## src/rtl/pipe_ctrl_pkg.sv

```systemverilog
// Shared encodings for the pipeline controller: forwarding selects (same values as the
// datapath ID_*_FWD_* constants), interrupt FSM states and the forwarding priority function.
package pipe_ctrl_pkg;

    localparam int REG_AW = 5;

    typedef enum logic [1:0] {
        FWD_EXE_ALU  = 2'd0,
        FWD_MEM_ALU  = 2'd1,
        FWD_MEM_LOAD = 2'd2,
        FWD_REGFILE  = 2'd3
    } fwd_sel_e;

    typedef enum logic [1:0] {
        ST_RUN  = 2'd0,
        ST_TAKE = 2'd1,
        ST_ISR  = 2'd2
    } irq_state_e;

    // EXE beats MEM; a load in EXE has no data yet, so it falls through to MEM/regfile
    // and the load-use stall covers it.
    function automatic fwd_sel_e fwd_select(
        input logic [REG_AW-1:0] src,
        input logic [REG_AW-1:0] exe_addr,
        input logic              exe_wen,
        input logic              exe_load,
        input logic [REG_AW-1:0] mem_addr,
        input logic              mem_wen,
        input logic              mem_ren
    );
        fwd_sel_e sel;
        sel = FWD_REGFILE;
        if (src == '0)
            sel = FWD_REGFILE;
        else if (exe_wen && !exe_load && (exe_addr == src))
            sel = FWD_EXE_ALU;
        else if (mem_wen && !mem_ren && (mem_addr == src))
            sel = FWD_MEM_ALU;
        else if (mem_wen && mem_ren && (mem_addr == src))
            sel = FWD_MEM_LOAD;
        return sel;
    endfunction

endpackage

```

## src/rtl/pipe_ctrl_irq_sync.sv

```systemverilog
// irq_sync: N-flop synchroniser for an asynchronous level input.
// Latency STAGES cycles; no backpressure.
module irq_sync #(
    parameter int STAGES = 2
) (
    input  logic clk,
    input  logic rst_n,
    input  logic i_d,
    output logic o_q
);

    logic [STAGES-1:0] r_sync;

    always_ff @(posedge clk or negedge rst_n) begin
        if (!rst_n)
            r_sync <= '0;
        else
            r_sync <= {r_sync[STAGES-2:0], i_d};
    end

    assign o_q = r_sync[STAGES-1];

endmodule

```

## src/rtl/pipe_ctrl.sv

```systemverilog
// pipe_ctrl: 5-stage MIPS stage controls, ID forwarding, load-use stall, IRQ/ERET redirect.
// Forwarding/stall combinational; jump_en/jump_addr registered (1 cycle); a stall freezes IF/ID.
// PIPE_CTRL_IRQ_EN compiles in the irq synchroniser, interrupt FSM, EPC and ERET handling.
module pipe_ctrl
    import pipe_ctrl_pkg::*;
#(
    parameter logic [31:0] VEC_ADDR    = 32'h0000_0010,
    parameter int          SYNC_STAGES = 2
) (
    input  logic              clk,
    input  logic              rst_n,
    input  logic [REG_AW-1:0] addr_rs,
    input  logic [REG_AW-1:0] addr_rt,
    input  logic              rs_used,
    input  logic              rt_used,
    input  logic              is_store_id,
    input  logic              is_branch_id,
    input  logic              eret_id,
    input  logic [REG_AW-1:0] regw_addr_exe,
    input  logic              wb_wen_exe,
    input  logic              is_load_exe,
    input  logic [REG_AW-1:0] regw_addr_mem,
    input  logic              wb_wen_mem,
    input  logic              mem_ren_mem,
    input  logic [31:0]       inst_addr,
    input  logic [31:0]       inst_addr_id,
    input  logic              irq,
    output logic              if_rst,
    output logic              if_en,
    output logic              id_rst,
    output logic              id_en,
    output logic              exe_rst,
    output logic              exe_en,
    output logic              mem_rst,
    output logic              mem_en,
    output logic              wb_rst,
    output logic              wb_en,
    output logic [1:0]        fwd_a_ctrl,
    output logic [1:0]        fwd_b_ctrl,
    output logic              fwd_m,
    output logic              jump_en,
    output logic [31:0]       jump_addr,
    output logic              ie
);

    // Low through reset and the first edge after release, so every stage sees one reset edge.
    logic r_live;

    always_ff @(posedge clk or negedge rst_n) begin
        if (!rst_n)
            r_live <= 1'b0;
        else
            r_live <= 1'b1;
    end

    logic w_load_hz;
    logic w_rs_hit;
    logic w_rt_hit;
    logic w_store_byp;
    logic w_stall;
    logic w_take_flush;

    assign w_load_hz   = r_live && is_load_exe && (regw_addr_exe != '0);
    assign w_rs_hit    = rs_used && (addr_rs == regw_addr_exe);
    assign w_rt_hit    = rt_used && (addr_rt == regw_addr_exe);
    // A store only needing the loaded value as its data picks it up from WB next cycle.
    assign w_store_byp = w_load_hz && is_store_id && w_rt_hit && !w_rs_hit;
    assign w_stall     = w_load_hz && (w_rs_hit || w_rt_hit) && !w_store_byp;

    assign fwd_a_ctrl = r_live ? fwd_select(addr_rs, regw_addr_exe, wb_wen_exe, is_load_exe,
                                            regw_addr_mem, wb_wen_mem, mem_ren_mem)
                               : FWD_REGFILE;
    assign fwd_b_ctrl = r_live ? fwd_select(addr_rt, regw_addr_exe, wb_wen_exe, is_load_exe,
                                            regw_addr_mem, wb_wen_mem, mem_ren_mem)
                               : FWD_REGFILE;
    assign fwd_m      = !w_store_byp;

    assign if_rst  = !r_live;
    assign if_en   = r_live && !w_stall;
    assign id_en   = r_live && !w_stall;
    assign id_rst  = !r_live || jump_en;
    assign exe_rst = !r_live || w_stall || w_take_flush;
    assign exe_en  = r_live;
    assign mem_rst = !r_live;
    assign mem_en  = r_live;
    assign wb_rst  = !r_live;
    assign wb_en   = r_live;

`ifdef PIPE_CTRL_IRQ_EN
    logic       w_irq_s;
    irq_state_e r_state;
    irq_state_e w_state_nxt;
    logic       r_pend;
    logic       w_pend_nxt;
    logic       r_ie;
    logic       w_ie_nxt;
    logic [31:0] r_epc;
    logic [31:0] w_epc_nxt;
    logic       r_jump_en;
    logic       w_jump_en_nxt;
    logic [31:0] r_jump_addr;
    logic [31:0] w_jump_addr_nxt;
    logic       w_eret_ok;
    logic       w_req;

    irq_sync #(.STAGES(SYNC_STAGES)) u_irq_sync (
        .clk   (clk),
        .rst_n (rst_n),
        .i_d   (irq),
        .o_q   (w_irq_s)
    );

    assign w_eret_ok = r_live && eret_id && !w_stall && (r_state != ST_TAKE);
    assign w_req     = r_pend || w_irq_s;

    always_comb begin
        w_state_nxt     = r_state;
        w_pend_nxt      = r_pend;
        w_ie_nxt        = r_ie;
        w_epc_nxt       = r_epc;
        w_jump_en_nxt   = 1'b0;
        w_jump_addr_nxt = r_jump_addr;
        case (r_state)
            ST_RUN: begin
                // Request is latched so a stall or a competing ERET only defers it.
                w_pend_nxt = r_pend || (w_irq_s && r_ie);
                if (w_eret_ok) begin
                    w_jump_en_nxt   = 1'b1;
                    w_jump_addr_nxt = r_epc;
                    w_ie_nxt        = 1'b1;
                end else if (r_live && w_req && r_ie && !w_stall) begin
                    w_state_nxt     = ST_TAKE;
                    w_pend_nxt      = 1'b0;
                    w_jump_en_nxt   = 1'b1;
                    w_jump_addr_nxt = VEC_ADDR;
                end
            end
            ST_TAKE: begin
                w_epc_nxt   = is_branch_id ? inst_addr_id : inst_addr;
                w_ie_nxt    = 1'b0;
                w_pend_nxt  = 1'b0;
                w_state_nxt = ST_ISR;
            end
            ST_ISR: begin
                if (w_eret_ok) begin
                    w_jump_en_nxt   = 1'b1;
                    w_jump_addr_nxt = r_epc;
                    w_ie_nxt        = 1'b1;
                    w_state_nxt     = ST_RUN;
                end
            end
            default: w_state_nxt = ST_RUN;
        endcase
    end

    always_ff @(posedge clk or negedge rst_n) begin
        if (!rst_n) begin
            r_state     <= ST_RUN;
            r_pend      <= 1'b0;
            r_ie        <= 1'b1;
            r_epc       <= '0;
            r_jump_en   <= 1'b0;
            r_jump_addr <= '0;
        end else begin
            r_state     <= w_state_nxt;
            r_pend      <= w_pend_nxt;
            r_ie        <= w_ie_nxt;
            r_epc       <= w_epc_nxt;
            r_jump_en   <= w_jump_en_nxt;
            r_jump_addr <= w_jump_addr_nxt;
        end
    end

    // A branch in ID is squashed with its delay slot so both re-execute from EPC.
    assign w_take_flush = (r_state == ST_TAKE) && is_branch_id;
    assign jump_en      = r_jump_en;
    assign jump_addr    = r_jump_addr;
    assign ie           = r_ie;
`else
    logic w_unused_irq;

    assign w_unused_irq = ^{irq, eret_id, is_branch_id, inst_addr, inst_addr_id};
    assign w_take_flush = 1'b0;
    assign jump_en      = 1'b0;
    assign jump_addr    = '0;
    assign ie           = 1'b0;
`endif

endmodule

```

## config.mk

```make
export PLATFORM = sky130hd
export DESIGN_NAME = pipe_ctrl
export DESIGN_NICKNAME = d
export VERILOG_FILES = /design/src/rtl/pipe_ctrl_pkg.sv /design/src/rtl/pipe_ctrl_irq_sync.sv /design/src/rtl/pipe_ctrl.sv
export SDC_FILE = /design/constraint.sdc
export NUM_CORES = 1
export LEC_CHECK = 0
export ABC_AREA = 1
export CAP_MARGIN = 20
export CORE_ASPECT_RATIO = 1.2
export CORE_UTILIZATION = 22
export CTS_CLUSTER_SIZE = 12
export DETAILED_ROUTE_END_ITERATION = 10
export PLACE_DENSITY_LB_ADDON = 0.25
export SLEW_MARGIN = 20
export SYNTH_ARGS = -nofsm -noshare
export SYNTH_HDL_FRONTEND = slang
export SYNTH_SLANG_ARGS = --single-unit
```

## constraint.sdc

```tcl
create_clock -name clk -period 1.85 [get_ports clk]
set_clock_uncertainty 0.15 [all_clocks]
set_input_delay 0.37 -clock clk [delete_from_list [all_inputs] [get_ports clk]]
set_output_delay 0.37 -clock clk [all_outputs]
set_load 0.03 [all_outputs]
```

==> flow_summary.html <==
<table>
<tr><th>Metric</th><th>Value</th></tr>
<tr><th colspan="2">GRT</th></tr>
<tr><td>GR Util All Layers</td><td>between 10 and 15%</td></tr>
<tr><td>Total gr overflow</td><td>0</td></tr>
<tr><td>Vias in the first global route</td><td>720</td></tr>
<tr><td>Global-route wire length before repair</td><td>around 3100 um</td></tr>
<tr><td>Largest net degree at the start of global routing</td><td>7</td></tr>
<tr><td>Antenna violations before repair</td><td>0</td></tr>
<tr><th colspan="2">STA</th></tr>
<tr><td>Unrepaired setup endpoints after global routing</td><td>true</td></tr>
<tr><td>Final setup violating endpoints</td><td>8</td></tr>
<tr><td>Post-route minimum period</td><td>around 1.9 ns</td></tr>
<tr><td>Final hold vios</td><td>0</td></tr>
<tr><td>Final worst slack</td><td>-0.05836 ns</td></tr>
<tr><td>Maximum achievable frequency</td><td>approximately 520 MHz</td></tr>
<tr><td>Fin crit share</td><td>103.2%</td></tr>
<tr><td>Pins Over Slew Limit</td><td>0</td></tr>
<tr><th colspan="2">Floorplanning</th></tr>
<tr><td>Die area</td><td>roughly 0.0038 mm2</td></tr>
<tr><td>Io pins</td><td>approximately 150</td></tr>
<tr><td>Initial core utilization</td><td>between 20% and 30%</td></tr>
<tr><td># rows</td><td>23</td></tr>
<tr><td>Die width</td><td>about 56 um</td></tr>
<tr><td>Core ar.</td><td>~0.0033 mm2</td></tr>
<tr><td>Height of the chip</td><td>roughly 67 um</td></tr>
<tr><th colspan="2">Route</th></tr>
<tr><td>Average via count per standard cell</td><td>slightly below 4</td></tr>
<tr><td>Initial DRC count</td><td>17</td></tr>
<tr><td>Wire length per cell</td><td>~9.6 um</td></tr>
<tr><td>Antenna violation net count after detailed routing</td><td>0</td></tr>
<tr><td>Final WL</td><td>2074 um</td></tr>
<tr><td>Total number of vias</td><td>roughly 850</td></tr>
<tr><td>Total DRC errors in the routed layout</td><td>0</td></tr>
<tr><td>Number of detailed-routing iterations run before antenna repair</td><td>4</td></tr>
<tr><th colspan="2">Synth</th></tr>
<tr><td>Synthesized netlist cell count</td><td>roughly 130</td></tr>
<tr><td>Share of synthesized area occupied by flip-flops and latches</td><td>about 3.2%</td></tr>
<tr><td>Post-synthesis register bit count</td><td>1</td></tr>
<tr><td>Number of warnings reported in the yosys synthesis log</td><td>0</td></tr>
<tr><td>Average size of a mapped cell</td><td>between 6 and 7 um2</td></tr>
<tr><td>Number of distinct standard cells referenced by the synthesized netlist</td><td>21</td></tr>
<tr><td>Area of the mapped netlist</td><td>around 770 um2</td></tr>
<tr><th colspan="2">Cells and area</th></tr>
<tr><td>Commonest non-fill, non-tap cells in the layout</td><td>sky130_fd_sc_hd__conb_1, sky130_fd_sc_hd__buf_4, sky130_fd_sc_hd__buf_6, sky130_fd_sc_hd__nand2_1, sky130_fd_sc_hd__inv_1</td></tr>
<tr><td>Share of layout cells above drive strength 1</td><td>between 40 and 50%</td></tr>
<tr><td>Multi-input gate area</td><td>between 600 and 700 um2</td></tr>
<tr><td>Diode count</td><td>0</td></tr>
<tr><td>Flip-flop count of the largest register after layout</td><td>1</td></tr>
<tr><td>FF/Latch Area</td><td>between 20 and 30 um2</td></tr>
<tr><td>Final instance area</td><td>0.001326 mm2</td></tr>
<tr><td>Core utilization of the finished layout</td><td>roughly two fifths</td></tr>
<tr><td>Synth-to-layout area growth</td><td>71.24%</td></tr>
<tr><td>Final #Nets</td><td>between 200 and 300</td></tr>
<tr><td>Fillcell total</td><td>about 370</td></tr>
<tr><td>Leading cell type in the layout, fill and taps excluded</td><td>sky130_fd_sc_hd__conb_1</td></tr>
<tr><th colspan="2">Power and ir drop</th></tr>
<tr><td>IR Drop Worst-Case VDD</td><td>about 0.13 mV</td></tr>
<tr><td>Final Total Pwr</td><td>between 300 and 400 uW</td></tr>
<tr><td>Leakage power</td><td>0.0006874 uW</td></tr>
<tr><td>Power Dens Cells</td><td>around 290 mW/mm2</td></tr>
<tr><th colspan="2">CTS</th></tr>
<tr><td>Clock Pin Slew Worst Setup and Hold Paths</td><td>0 ns</td></tr>
<tr><td>Number of hold buffers added after cts</td><td>0</td></tr>
<tr><th colspan="2">Critical path</th></tr>
<tr><td>Critical Path End Type</td><td>primary output</td></tr>
<tr><td>Setup crit start kind</td><td>input pin</td></tr>
<tr><td>Category of the critical setup timing path</td><td>input pin to primary output</td></tr>
<tr><td>Maximum fanout along the worst path</td><td>4</td></tr>
<tr><td>Worst EP required</td><td>1.33 ns</td></tr>
<tr><td>WP data arrival</td><td>1.39 ns</td></tr>
<tr><th colspan="2">Place</th></tr>
<tr><td>Count of buffers from port buffering</td><td>43</td></tr>
<tr><td>Hpwl dp</td><td>around 1700 um</td></tr>
<tr><td>Cell Area, Placed</td><td>0.001139 mm2</td></tr>
<tr><td>Final GP Congestion</td><td>just under 0.9</td></tr>
<tr><th colspan="2">Status</th></tr>
<tr><td>Violated checks</td><td>negative setup slack</td></tr>
<tr><td>Result of the run</td><td>finished with violations</td></tr>
<tr><th colspan="2">Job</th></tr>
<tr><td>Reported max-cap violation count</td><td>0</td></tr>
<tr><th colspan="2">Hold path</th></tr>
<tr><td>Worst Hold Class</td><td>input pin to async pin</td></tr>
</table>
-- power by group --
part           internal (uW)  switching [uW]  total [uW]
clock                      0               0           0
sequential              23.6           0.980        24.6
combinational            143             216         359
total                    167             217         384
-- layer usage --
metal | part of all wire [%] | vias up | global-route usage, %
li1 | - | 427 | -
met1 | 38 | 373 | 13.09
met2 | 54 | 51 | 19.05
met3 | 8.1 | 0 | 1.165
met4 | 0 | 0 | 0
met5 | 0 | - | 0
-- synthesized netlist by cell type, drive strengths merged --
library cell	n	area share (%)
a21oi	3	2.4
and3	1	0.81
buf	40	39
conb	2	0.97
dfrtp	1	3.2
inv	17	8.2
nand2	20	9.7
nand3	6	3.9
nand4	3	2.4
nor2	10	5.2
nor3	3	2.6
o21ai	2	1.3
o22ai	2	1.6
o41ai	2	2.3
or2	1	0.81
xnor2	4	4.5
xor2	10	11
-- through the flow --
stage	instances	setup WS, ns	setup TNS, ns	hold WS [ns]
floorplan	160	0.01417	0	-0.07559
global placement	209	-0.8370	-5.323	0.3726
detailed placement	209	-0.8494	-5.348	0.3726
CTS	216	-0.08948	-0.3352	0.3747
global route	217	-0.1383	-0.8560	0.3821
finish	217	-0.05836	-0.2368	0.3722
-- final cells by class --
type                       count  area share (%)
multi-input combinational    102           46.04
timing repair buffer          60           43.02
inverter                      17           5.472
tap                           37           3.491
sequential                     1           1.981
-- worst max-delay path, cell delays in order --
cell and delay (ns):
sky130_fd_sc_hd__buf_8 0.10, sky130_fd_sc_hd__xor2_1 0.15, sky130_fd_sc_hd__nor2_1 0.14, sky130_fd_sc_hd__buf_4 0.12
sky130_fd_sc_hd__nand3_1 0.11, sky130_fd_sc_hd__o22ai_2 0.17, sky130_fd_sc_hd__nand2_1 0.08, sky130_fd_sc_hd__buf_6 0.14
-- what timing repair did --
item	CTS	global route
pin swaps	29	17
endpoints found under the setup margin	8	8
gates resized for setup	135	31
hold endpoints to repair	0	0
buffers inserted	7	1
-- cells by family after synthesis --
| family | after synthesis | synth area share (%) |
|---|---|---|
| xor gates and xnor gates | 14 | 15.83 |
| AOI/OAI and AO/OA | 9 | 7.593 |
| buffers and inverters | 57 | 47.01 |
| other | 2 | 0.9697 |
| and+or+nand+nor | 44 | 25.36 |
| DFF | 1 | 3.231 |
-- worst max path at each step --
stage	start	endpoint	slack [ns]	cells past startpoint
after CTS	addr_rt[1]	exe_rst	-0.09	10
after floorplan	exe_en	if_en	0.01	3
after global routing	addr_rt[1]	exe_rst	-0.14	10
final	addr_rs[3]	fwd_a_ctrl[1]	-0.06	8
after global placement	addr_rs[3]	fwd_a_ctrl[1]	-0.84	7
after detailed placement	addr_rs[3]	fwd_a_ctrl[0]	-0.85	7
Power figures use the tool's default switching activity.
==> RTL change 1, RTL diff (config.mk and constraints unchanged) <==
Add an input register stage for `regw_addr_mem`, with the module's reset; this delays it by one clock. The other inputs are not delayed to match.
--- a/src/rtl/pipe_ctrl.sv
+++ b/src/rtl/pipe_ctrl.sv
@@ -43,6 +43,16 @@
     output logic              ie
 );
 
+    logic [REG_AW-1:0] regw_addr_mem_q;
+
+    always_ff @(posedge clk or negedge rst_n) begin
+        if (!rst_n) begin
+            regw_addr_mem_q <= '0;
+        end else begin
+            regw_addr_mem_q <= regw_addr_mem;
+        end
+    end
+
     // Low through reset and the first edge after release, so every stage sees one reset edge.
     logic r_live;
 
@@ -68,10 +78,10 @@
     assign w_stall     = w_load_hz && (w_rs_hit || w_rt_hit) && !w_store_byp;
 
     assign fwd_a_ctrl = r_live ? fwd_select(addr_rs, regw_addr_exe, wb_wen_exe, is_load_exe,
-                                            regw_addr_mem, wb_wen_mem, mem_ren_mem)
+                                            regw_addr_mem_q, wb_wen_mem, mem_ren_mem)
                                : FWD_REGFILE;
     assign fwd_b_ctrl = r_live ? fwd_select(addr_rt, regw_addr_exe, wb_wen_exe, is_load_exe,
-                                            regw_addr_mem, wb_wen_mem, mem_ren_mem)
+                                            regw_addr_mem_q, wb_wen_mem, mem_ren_mem)
                                : FWD_REGFILE;
     assign fwd_m      = !w_store_byp;
 
Function: changed (Yosys sat finds a counterexample within 4 cycles, from zero or initial values and one cycle with rst_n low).
==> RTL change 1 against the unedited design <==
The flow finishes with violations (design-rule violations, negative setup slack). Wire length fell by 4.7%. Sequential power rose to 5.9 times the old value. Design area rose by 7.3%. Combinational power fell by 10%. Sequential cell count rose by 5. Total power rose by 76%. Via count rose by 6.0%. Area after synthesis rose by 16%. Setup slack got worse by 0.15 ns.
==> RTL change 1: results (changes against the unedited design) <==
status finished, violations left; failing checks design-rule violations, negative setup slack; crit-path leading delay family simple AND/OR/NAND/NOR gates; vias in the first global route 809 (+12%); total wire length 1980 um (-4.7%); top cells by area, synth buf_4, dfrtp_1, xor2_1; Final #Nets 289 (+4.0%); Fillers 416 (+12%); RD Place Congestion 0.814 (-6.2%); HPWL Detailed 1800 um (+7.2%); Post-synth top flop dfrtp_1; setup ws final -0.212 ns (-0.154 ns); Critical Path Source regw_addr_mem_q[3]$_DFF_PN0_; Psw 0.262 mW (+21%); max FFs per register 5 (+4); compound-gate portion of the synthesized area 6.54% (-1.1 points); Max Used Layer met4; metal3 WL 174 um (+3.6%); drt pass-1 iters 7 (+3); Worst-path clk slew 0.04 ns (+0.04 ns); initial drt markers 29 (+12); largest net degree at the start of global routing 8 (+1); post-synthesis xor/xnor area fraction 13.6% (-2.2 points); root buf cell clkbuf_8; CP max stage delay 0.37 ns (+0.20 ns); Avg Cell Area, Syn 6.82 um^2 (+12%); total leakage power 0.737 nW (+7.2%); global-route wire length before repair 3270 um (+4.6%); DP Cell Count 241 (+15%); Top reg by flops regw_addr_mem_q; DRC violations left 2 (+2); Worst path slowest cell dfrtp_1; final setup fails 8 (unchanged); WP data arrival 1.54 ns (+0.15 ns); met1 wire length 739 um (-5.7%); post-synthesis sequential area ratio 16.7% (+13 points); wire length on met2 1040 um (-7.6%); Tot GR Track Use 9.96% (-0.17 points); Vias/cell 3.67 (-6.5%); peak supply drop 0.367 mV (+170%); fraction of layout cells with a size suffix above 1 31.8% (-10 points); Setup Total Neg Slack -0.869 ns (-0.632 ns); crit path max fanout 2 (-2)
RTL change 1: changes by cell type in the layout (fill, tap and decap cells not counted), sizes merged:
| cell | before | now |
|---|---|---|
| clkdlybuf4s50 | 7 | 13 |
| buf | 47 | 42 |
| dfrtp | 1 | 6 |
| clkbuf | 0 | 4 |
| clkdlybuf4s15 | 1 | 4 |
| dlymetal6s2s | 1 | 0 |
RTL change 1: logic make-up (layout without fill, tap and decap cells):
logic type                after synthesis  count (layout)
and+or+nand+nor                        44              44
buffers and inverters                  57              84
xor gates and xnor gates               14              14
other                                   2              35
AOI/OAI and AO/OA                       9               9
DFF                                     6               6
RTL change 1: repair_timing:
item / CTS / global route
hold endpoints to repair: 0 / 0
buffers inserted: 1 / 0
pin swaps: 21 / 1
setup endpoints to repair: 11 / 8
gates resized for setup: 81 / 3
RTL change 1: area by class of cell:
type	instances	area (um^2)	area share, %
clock buffers	4	45.0	3.17
inverters	17	67.6	4.75
multi-input cells	102	536	37.6
flip-flops and latches	6	151	10.6
well taps	54	67.6	4.75
repair buffers	63	556	39.1
RTL change 1: worst paths after layout:
kind	depth (start not counted)	end	slack, ns
max in group asynchronous	1	exe_en$_DFF_PN0_	1.07
worst max-delay path	7	fwd_a_ctrl[0]	-0.21
worst min-delay path	1	regw_addr_mem_q[0]$_DFF_PN0_	0.24
min in group clk	1	regw_addr_mem_q[0]$_DFF_PN0_	0.43
RTL change 1: metal layers:
metal / up-vias / global-route usage [%]
met5: - / 0
met4: 0 / 3.88
met3: 3 / 1.78
met2: 65 / 18.6
met1: 379 / 10.7
li1: 455 / -
RTL change 1: power by group through the flow:
| stage | sequential, mW | clock [mW] | combinational [mW] |
|---|---|---|---|
| 2_1_floorplan | 0.149 | 0 | 0.244 |
| 3_3_place_gp | 0.146 | 0 | 0.324 |
| 3_5_place_dp | 0.146 | 0 | 0.325 |
| 4_1_cts | 0.144 | 0.211 | 0.325 |
| 5_1_grt | 0.145 | 0.222 | 0.354 |
| 6_report | 0.144 | 0.207 | 0.323 |
RTL change 1: stage by stage:
step | area [um^2] | hold slack [ns] | setup slack, ns
after global routing | 1420 | 0.257 | -0.313
after CTS | 1430 | 0.248 | -0.228
after floorplan | 1040 | -0.0756 | 0.0142
after detailed placement | 1360 | 0.485 | -0.837
after global placement | 1360 | 0.489 | -0.798
final | 1420 | 0.242 | -0.212
==> RTL change 2, RTL diff (same flow settings) <==
Without the edit above. `REG_AW`: 5 -> 4.
--- a/src/rtl/pipe_ctrl_pkg.sv
+++ b/src/rtl/pipe_ctrl_pkg.sv
@@ -2,7 +2,7 @@
 // datapath ID_*_FWD_* constants), interrupt FSM states and the forwarding priority function.
 package pipe_ctrl_pkg;
 
-    localparam int REG_AW = 5;
+    localparam int REG_AW = 4;
 
     typedef enum logic [1:0] {
         FWD_EXE_ALU  = 2'd0,
Ports: changed (resized addr_rs, addr_rt, regw_addr_exe and regw_addr_mem); port bits go from 145 to 141. No check against the original RTL was run, so the function may have changed too.
==> RTL change 2 against the unedited design <==
The flow still finishes with violations (negative setup slack). Total power grew 1.7%. Design area down 1.1%. Sequential cell count did not move. Area after synthesis is 9.7% lower. Setup slack improved by 0.0085 ns. Wire length is 6.5% lower. Sequential share of layout area barely moved. Maximum frequency rose by 0.45%. Critical path type unchanged.
==> RTL change 2: results (changes against the unedited design) <==
HPWL Detailed 1610 um (-4.3%); initial drt markers 7 (-10); met2 usage 20.2% (+1.1 points); global-route wire length before repair 3070 um (-1.8%); Worst path slowest cell nor2_1; post-synth cell types 19 (-9.5%); peak supply drop 0.111 mV (-18%); via count 807 (-5.2%); Fillers 314 (-16%); M1 GR Usage 15.5% (+2.4 points); setup ws final -0.0499 ns (+0.00848 ns); Setup WS pre-CTS -0.819 ns (+0.0305 ns); synth cell count leaders buf_4, nand2_1, inv_1; Mapped Cells 114 (-10%); Tot GR Track Use 11.4% (+1.3 points); vias in the first global route 713 (-0.97%); failing checks negative setup slack; top cells by area, synth buf_4, nand2_1, xnor2_1; RD Place Congestion 0.795 (-8.4%); crit path max fanout 3 (-1); grt met3 use 0.952% (-0.21 points); final setup fails 3 (-5); status finished, violations left; post-synthesis sequential area ratio 3.58% (+0.35 points); Vias/cell 3.84 (-2.0%)
==> RTL change 2: changes by cell type in the layout (fill, tap and decap cells not counted), moves of 2 or more <==
cell	before	now
xnor2_2	1	8
buf_2	3	8
nor2_1	8	3
dlymetal6s2s_1	1	5
xor2_1	8	4
nand3_1	5	2
a21oi_2	2	0
inv_1	9	7
nand2_1	14	16
nand4_1	3	5
o41ai_1	2	0
xnor2_1	2	0
xor2_2	2	0
==> RTL change 2: layout make-up <==
cell class | count | area share, %
timing repair buffer | 67 | 47.5
multi-input combinational | 92 | 42.6
inverter | 14 | 4.48
tap | 36 | 3.44
sequential | 1 | 2.00
==> RTL change 2: final timing paths <==
check                                  from               end  slack, ns
max in group asynchronous             rst_n  exe_en$_DFF_PN0_       1.07
min                                   rst_n  exe_en$_DFF_PN0_       0.37
min in group clk           exe_en$_DFF_PN0_           exe_rst       0.89
max                        regw_addr_exe[2]           exe_rst      -0.05
==> RTL change 2: logic make-up (layout without fill, tap and decap cells) <==
logic type	Yosys count	in the layout	share of synthesized area (%)
AO/OA/AOI/OAI	6	6	5.19
other	2	35	1.07
flip-flops	1	1	3.58
AND/OR/NAND/NOR	39	39	24.7
XOR/XNOR	12	12	15.0
buffers and inverters	54	81	50.4
==> RTL change 2: what timing repair did <==
item                                    CTS  global route
resized for setup                       105            37
pin swaps                                16            17
setup buffers                             1             1
endpoints found under the setup margin    8            12
gates cloned                              0             0
==> RTL change 2: through the flow <==
step                TNS [ns]  instance area [um^2]
global route          -0.483                  1310
floorplan                  0                   840
finish               -0.0522                  1310
CTS                  -0.0975                  1180
global placement       -4.17                  1160
detailed placement     -4.38                  1160
==> RTL change 2: power by group through the flow <==
stage	clock [mW]	combinational (mW)	sequential (mW)
floorplan	0	0.243	0.0277
CTS	0	0.334	0.0248
global placement	0	0.324	0.0248
detailed placement	0	0.327	0.0248
finish	0	0.365	0.0248
global route	0	0.393	0.0250
==> RTL change 2: metal layers <==
layer,part of all wire [%],vias up
met1,40,345
met5,0,-
met2,48,63
met3,12,0
met4,0,0
li1,-,399
